===== src/rtl/serial_adder_8bit_pkg.sv =====
// Shared types and constants for the bit-serial adder.
package serial_adder_8bit_pkg;

    // Default operand/result width in bits.
    localparam int unsigned DEFAULT_WIDTH = 8;

    // Controller states: wait for start, add one bit per cycle, present result.
    typedef enum logic [1:0] {
        IDLE  = 2'd0,
        SHIFT = 2'd1,
        DONE  = 2'd2
    } state_t;

endpackage : serial_adder_8bit_pkg


===== src/rtl/serial_adder_8bit_full_adder_1bit.sv =====
// Single-bit full adder built from gate primitives.
module full_adder_1bit (
    output logic sum,
    output logic carry_out,
    input  logic A,
    input  logic B,
    input  logic carry_in
);

    wire p_w;
    wire g_w;
    wire t_w;
    wire sum_w;
    wire cout_w;

    // Propagate/generate decomposition.
    xor u_xor_p (p_w, A, B);
    xor u_xor_s (sum_w, p_w, carry_in);
    and u_and_g (g_w, A, B);
    and u_and_t (t_w, p_w, carry_in);
    or  u_or_c  (cout_w, g_w, t_w);

    assign sum       = sum_w;
    assign carry_out = cout_w;

endmodule : full_adder_1bit


===== src/rtl/serial_adder_8bit.sv =====
// Bit-serial adder: one full adder reused LSB-first over WIDTH cycles.
module serial_adder_8bit
    import serial_adder_8bit_pkg::*;
#(
    parameter int unsigned WIDTH = DEFAULT_WIDTH
) (
    input  logic             clk,
    input  logic             rst,
    input  logic             start,
    input  logic [WIDTH-1:0] A,
    input  logic [WIDTH-1:0] B,
    input  logic             carry_in,
    output logic [WIDTH-1:0] sum,
    output logic             carry_out,
    output logic             overflow,
    output logic             busy,
    output logic             done
);

    localparam int unsigned CNT_W = (WIDTH > 1) ? $clog2(WIDTH) : 1;

    state_t state;
    state_t state_next;

    logic             load_c;
    logic             shift_c;
    logic             last_c;

    logic [CNT_W-1:0] bit_cnt;
    logic [WIDTH-1:0] a_sh;
    logic [WIDTH-1:0] b_sh;
    logic [WIDTH-1:0] res_sh;
    logic [WIDTH-1:0] res_next_c;
    logic             carry_q;

    logic             fa_sum;
    logic             fa_cout;

    // The one full adder, fed from the low end of the operand shifters.
    full_adder_1bit u_fa (
        .sum       (fa_sum),
        .carry_out (fa_cout),
        .A         (a_sh[0]),
        .B         (b_sh[0]),
        .carry_in  (carry_q)
    );

    // New sum bit enters from the MSB side so bit 0 ends up at position 0.
    assign res_next_c = {fa_sum, res_sh[WIDTH-1:1]};

    // State register.
    always_ff @(posedge clk or posedge rst) begin
        if (rst) begin
            state <= IDLE;
        end else begin
            state <= state_next;
        end
    end

    // Next-state and datapath control decode.
    always_comb begin
        state_next = state;
        load_c     = 1'b0;
        shift_c    = 1'b0;
        last_c     = 1'b0;
        case (state)
            IDLE: begin
                if (start) begin
                    load_c     = 1'b1;
                    state_next = SHIFT;
                end
            end
            SHIFT: begin
                shift_c = 1'b1;
                if (bit_cnt == CNT_W'(WIDTH - 1)) begin
                    last_c     = 1'b1;
                    state_next = DONE;
                end
            end
            DONE: begin
                state_next = IDLE;
            end
            default: begin
                state_next = IDLE;
            end
        endcase
    end

    // Operand shifters, carry flip-flop, partial result and bit counter.
    always_ff @(posedge clk or posedge rst) begin
        if (rst) begin
            a_sh    <= '0;
            b_sh    <= '0;
            res_sh  <= '0;
            carry_q <= 1'b0;
            bit_cnt <= '0;
        end else if (load_c) begin
            a_sh    <= A;
            b_sh    <= B;
            res_sh  <= '0;
            carry_q <= carry_in;
            bit_cnt <= '0;
        end else if (shift_c) begin
            a_sh    <= a_sh >> 1;
            b_sh    <= b_sh >> 1;
            res_sh  <= res_next_c;
            carry_q <= fa_cout;
            bit_cnt <= bit_cnt + CNT_W'(1);
        end
    end

    // Result registers update only on the edge that finishes the MSB.
    always_ff @(posedge clk or posedge rst) begin
        if (rst) begin
            sum       <= '0;
            carry_out <= 1'b0;
            overflow  <= 1'b0;
        end else if (last_c) begin
            sum       <= res_next_c;
            carry_out <= fa_cout;
            // carry_q is the carry into the MSB at this point.
            overflow  <= carry_q ^ fa_cout;
        end
    end

    // Status outputs registered from the upcoming state.
    always_ff @(posedge clk or posedge rst) begin
        if (rst) begin
            busy <= 1'b0;
            done <= 1'b0;
        end else begin
            busy <= (state_next == SHIFT);
            done <= (state_next == DONE);
        end
    end

endmodule : serial_adder_8bit


===== config.mk =====
export PLATFORM = sky130hd
export DESIGN_NAME = serial_adder_8bit
export DESIGN_NICKNAME = d
export VERILOG_FILES = /design/src/rtl/serial_adder_8bit_pkg.sv /design/src/rtl/serial_adder_8bit_full_adder_1bit.sv /design/src/rtl/serial_adder_8bit.sv
export SDC_FILE = /design/constraint.sdc
export NUM_CORES = 1
export LEC_CHECK = 0
export BUFFER_PORTS_ARGS = -buffer_cell sky130_fd_sc_hd__buf_2
export CAP_MARGIN = 25
export CELL_PAD_IN_SITES_DETAIL_PLACEMENT = 1
export CELL_PAD_IN_SITES_GLOBAL_PLACEMENT = 1
export CORE_MARGIN = 5
export CORE_UTILIZATION = 45
export CTS_BUF_LIST = sky130_fd_sc_hd__clkbuf_4 sky130_fd_sc_hd__clkbuf_8
export CTS_CLUSTER_SIZE = 10
export DETAILED_ROUTE_END_ITERATION = 16
export PLACE_DENSITY = 0.77
export SETUP_SLACK_MARGIN = 0.15
export SLEW_MARGIN = 30
export SYNTH_ARGS = -nofsm -noshare
export SYNTH_HDL_FRONTEND = slang
export SYNTH_HIERARCHICAL = 1
export SYNTH_SLANG_ARGS = --single-unit

===== constraint.sdc =====
create_clock -name clk -period 1.71 [get_ports clk]
set_clock_uncertainty 0.05 [all_clocks]
set_input_delay 0 -clock clk [delete_from_list [all_inputs] [get_ports clk]]
set_output_delay 0 -clock clk [all_outputs]
set_load 0.02 [all_outputs]

Word-level counts from Yosys, hierarchy flattened
Index checks and enable logic that the tools add are counted.

Add/subtract/negate cells: 1. Eq/ne operators: 4. Mux-type cells: 18. Bitwise operators: 6. Reduce and logical (&&, ||, !) cells: 2.

Operator list (count): 8-bit two-way mux (6); 1-bit two-way mux (7); 3-bit two-way mux (2); 2-bit by 1-bit equality test with 1-bit output (second input constant) (2); 2-bit two-way mux (2); 2-bit case mux with 2 select lines (1); 3-bit by 1-bit adder with 3-bit output (second input constant) (1); 3-bit equality test (second input constant) (1); 1-bit bitwise XOR (3); 1-bit bitwise AND (2); 2-bit equality test (second input constant) (1); 2-bit zero test (1); 2-bit nonzero test (1); 1-bit OR (1).

Register bits: 42. Input port bits: 20. Output and inout port bits: 12.

Depth between registers and ports, before layout
Word-level depth: 5. Gate-level depth with buffers: 6. Mapped depth without buffers: 5.

By module
The synthesis kept the hierarchy.

Modules (own cells, without submodules): serial_adder_8bit (times used 1, cells each 150, area each 1747.9 sq um, seq. area each 1026.0 sq um); full_adder_1bit (times used 1, cells each 1, area each 20.0 sq um, seq. area each 0.0 sq um).

Worst setup path after synthesis
No wires, ideal clock.

Path kind: register to register. Start point: register bit_cnt[0]. End point: register carry_out. Setup time: 0.125 ns. Data arrival time: 1.402 ns. Required time: 1.535 ns. Slack: 0.133 ns. Cell stages (with the launch flop): 6. Path buffers: 1. Clock period less this slack: 1.577 ns. Cells stage by stage: dfrtp_1 ha_1 ha_1 nand3b_4 buf_2 mux2_2.

Cells in the longest elaborated chain, start to end: 3.

RTL lines: from (decl) (RTL line serial_adder_8bit.sv:29) `logic [CNT_W-1:0] bit_cnt;`; from (signal assigned) (RTL line serial_adder_8bit.sv:108) `bit_cnt <= bit_cnt + CNT_W'(1);`; 3-bit equality test (RTL line serial_adder_8bit.sv:75) `if (bit_cnt == CNT_W'(WIDTH - 1)) begin`; 1-bit two-way mux (RTL line serial_adder_8bit.sv:75); 1-bit two-way mux (RTL line serial_adder_8bit.sv:66) `case (state)`; to (signal assigned) (RTL line serial_adder_8bit.sv:120) `carry_out <= fa_cout;`; to (decl) (RTL line serial_adder_8bit.sv:14) `output logic carry_out,`.

Every way passes these cells. A chain may end at the register's enable or synchronous reset.

Final worst setup path
Start point: register bit_cnt[0]. End point: register sum[3].

Cells in the longest elaborated chain, start to end: 3.

RTL lines: 3-bit equality test (RTL line serial_adder_8bit.sv:75); 1-bit two-way mux (RTL line serial_adder_8bit.sv:75); 1-bit two-way mux (RTL line serial_adder_8bit.sv:66); to (signal assigned) (RTL line serial_adder_8bit.sv:119) `sum <= res_next_c;`; to (decl) (RTL line serial_adder_8bit.sv:13) `output logic [WIDTH-1:0] sum,`.

Every way passes these cells.

==> metrics.txt <==
setup violators final=0; unrepaired setup endpoints after global routing=yes; clk sinks=41; num rows=22; Distinct cells, synth=24; final std cells w/o fill=249; worst hold slack=0.00421 ns; total gr overflow=0; count leader, synth=dfrtp_1; top cell type's share of synthesized area=58.0%; Post-Syn Area per Cell=11.7 sq um; synth warn=6; Final nets=223; Top FF cell, synth=dfrtp_1; cts bufs inserted=5; Core Util, Final=60.3%; Setup CP Type=flop to flop; DR WL/cell=15.6 microns; largest net degree at the start of global routing=42; Synthesized Nets=174; Max Transition Viols Final=0; H-Tree Depth=2; Max Freq=654 MHz; Hold Crit Depth=3; initial drt markers=54; Post-synth EDFFs=0; DR DRC count=0; chip width=72.7 microns; first-pass GRT wire length=6760 microns; sequential-to-total area share from yosys stat=58.0%; Root Driver=clkbuf_8; Cells after Synth=151; dominant cells by area after synthesis=dfrtp_1 (58%), nor3_1 (7.4%), mux2_2 (6.4%); setup TNS=0 ns; Crit path required time=1.84 ns; Power Density=1810 nW/um^2; synthesis-to-layout area growth=27.6%; status=completed; die area=5280 sq um; commonest cells in the netlist=dfrtp_1 (41), nor3_1 (26), nor2_1 (15); VDD IR max=820 uV; #FFs+latches synth=41; Leak=1.08 nW; Synth area leader=dfrtp_1; total power=4.09 mW; min Tclk post-route=1.53 ns; # diodes=0; Worst Tran Pin Value=0.518 ns; boundary pin count=32; R2R depth=5; crit path launch type=flop; layout cell share with drive strength beyond 1=31.3%; Hold Crit Class=input pin to flop; Slowest-stage cell, CP=dfrtp_1; Vias=1309; critical-path cell list=ha_1 > ha_2 > nand3b_4 > buf_4 > mux2_2; CTS tree=yes; starting density of the core=47.2%; Final HPWL DP=2520 microns; Skew-Pair Late Insertion Delay=0.29 ns; vias in the first global route=1406; crit path DAT=1.66 ns; Total GRT Usage=16.3%; slowest stage delay, CP=0.39 ns; ys async rst share=100%; Final Hold Vio Count=0; initial antenna violation count=0; CTS max path bufs=2; post-synthesis cell area=1770 sq um; Slew Limit Headroom=65.3%; worst-path maximum fanout=6; Port Buffer Count=31; gp weighted congestion=0.759; Final ANT Viol Nets=0; fin crit share=89.4%; crit end category=flop; DP Cell Count=224; die height=72.7 microns; Clk pin slew, worst setup/hold paths=0.08 ns; core outline area=3740 sq um; Max-cap violations=0; final wirelength=3880 microns; Pre-Repair DR Iteration Count=4; vias per cell=5.26
[power breakdown]
group / internal [mW] / switching (mW) / total, mW
combinational: 0.734 / 0.783 / 1.52
sequential: 1.40 / 0.262 / 1.66
clock: 0.580 / 0.336 / 0.915
total: 2.71 / 1.38 / 4.09
[state kept, by name, summed over array words and instances (netlist names)]
register,flops
carry_out,1
carry_q,1
overflow,1
sum,8
res_sh,7
done,1
bit_cnt,3
state,2
busy,1
a_sh,8
b_sh,8
[per-layer routing]
layer | up-vias | share of wire, % | GRT usage (%)
li1 | 627 | - | -
met1 | 648 | 44 | 21.5
met2 | 28 | 50 | 27.1
met3 | 6 | 5.2 | 3.86
met4 | 0 | 1.2 | 4.30
met5 | - | 0 | 0
[timing repair]
item	CTS	global route
setup buffers	0	4
endpoints found under the hold margin	53	0
pin swaps	1	1
setup endpoints to repair	3	18
hold buffers	13	0
gates resized for setup	0	3
[final timing paths]
| check | start | endpoint | slack, ns |
|---|---|---|---|
| max | bit_cnt[0]$_DFFE_PP0P_ | sum[3]$_DFFE_PP0P_ | 0.18 |
| min | B[3] | b_sh[3]$_DFFE_PP0P_ | 0.004 |
| max reg2reg | bit_cnt[0]$_DFFE_PP0P_ | sum[3]$_DFFE_PP0P_ | 0.18 |
| min reg2reg | carry_out$_DFFE_PP0P_ | carry_out$_DFFE_PP0P_ | 0.46 |
| max in group asynchronous | rst | a_sh[5]$_DFFE_PP0P_ | 0.93 |
| min in group asynchronous | rst | a_sh[3]$_DFFE_PP0P_ | 0.33 |
[metrics by stage]
stage | instance area, sq um | setup WS (ns)
final | 2260 | 0.181
after global routing | 2260 | 0.128
after detailed placement | 1960 | 0.164
after floorplan | 1770 | 0.180
after global placement | 1960 | 0.215
after CTS | 2220 | 0.152
[cells by family after synthesis]
| family | synth area share, % |
|---|---|
| simple gates | 19.7 |
| flops | 58.0 |
| compound gates | 8.56 |
| buf+inv | 4.25 |
| mux | 6.37 |
| fa+ha+maj | 2.55 |
| xor+xnor | 0.495 |
[placed cells by master, fill, tap and decap left out, types with 2 or more instances in the layout]
cell type and instances:
dfrtp_1 41, buf_2 31, nor3_1 26, nor2_1 15, nor3b_1 13, dlygate4sd3_1 13
a22o_1 11, mux2_2 10, buf_4 9, clkbuf_8 5, nand2_1 3, o21ai_0 3
inv_1 3, a21oi_1 2, nand2b_1 2, a221o_1 2, bufinv_16 2
[critical path: cells and delay by family, from the launching register on]
| family | cells | cell delay, ns |
|---|---|---|
| fa+ha+maj | 2 | 0.40 |
| flops | 1 | 0.39 |
| mux | 1 | 0.33 |
| buf+inv | 1 | 0.16 |
| simple gates | 1 | 0.09 |
[final cells by class]
class,instances,area [sq um]
sequential,41,1030
multi-input combinational,96,672
clock inverter,3,65.1
timing repair buffer,53,353
tap,48,60.1
clock buffer,5,68.8
inverter,3,11.3
fill,417,1490
(Power assumes the default switching activity.)
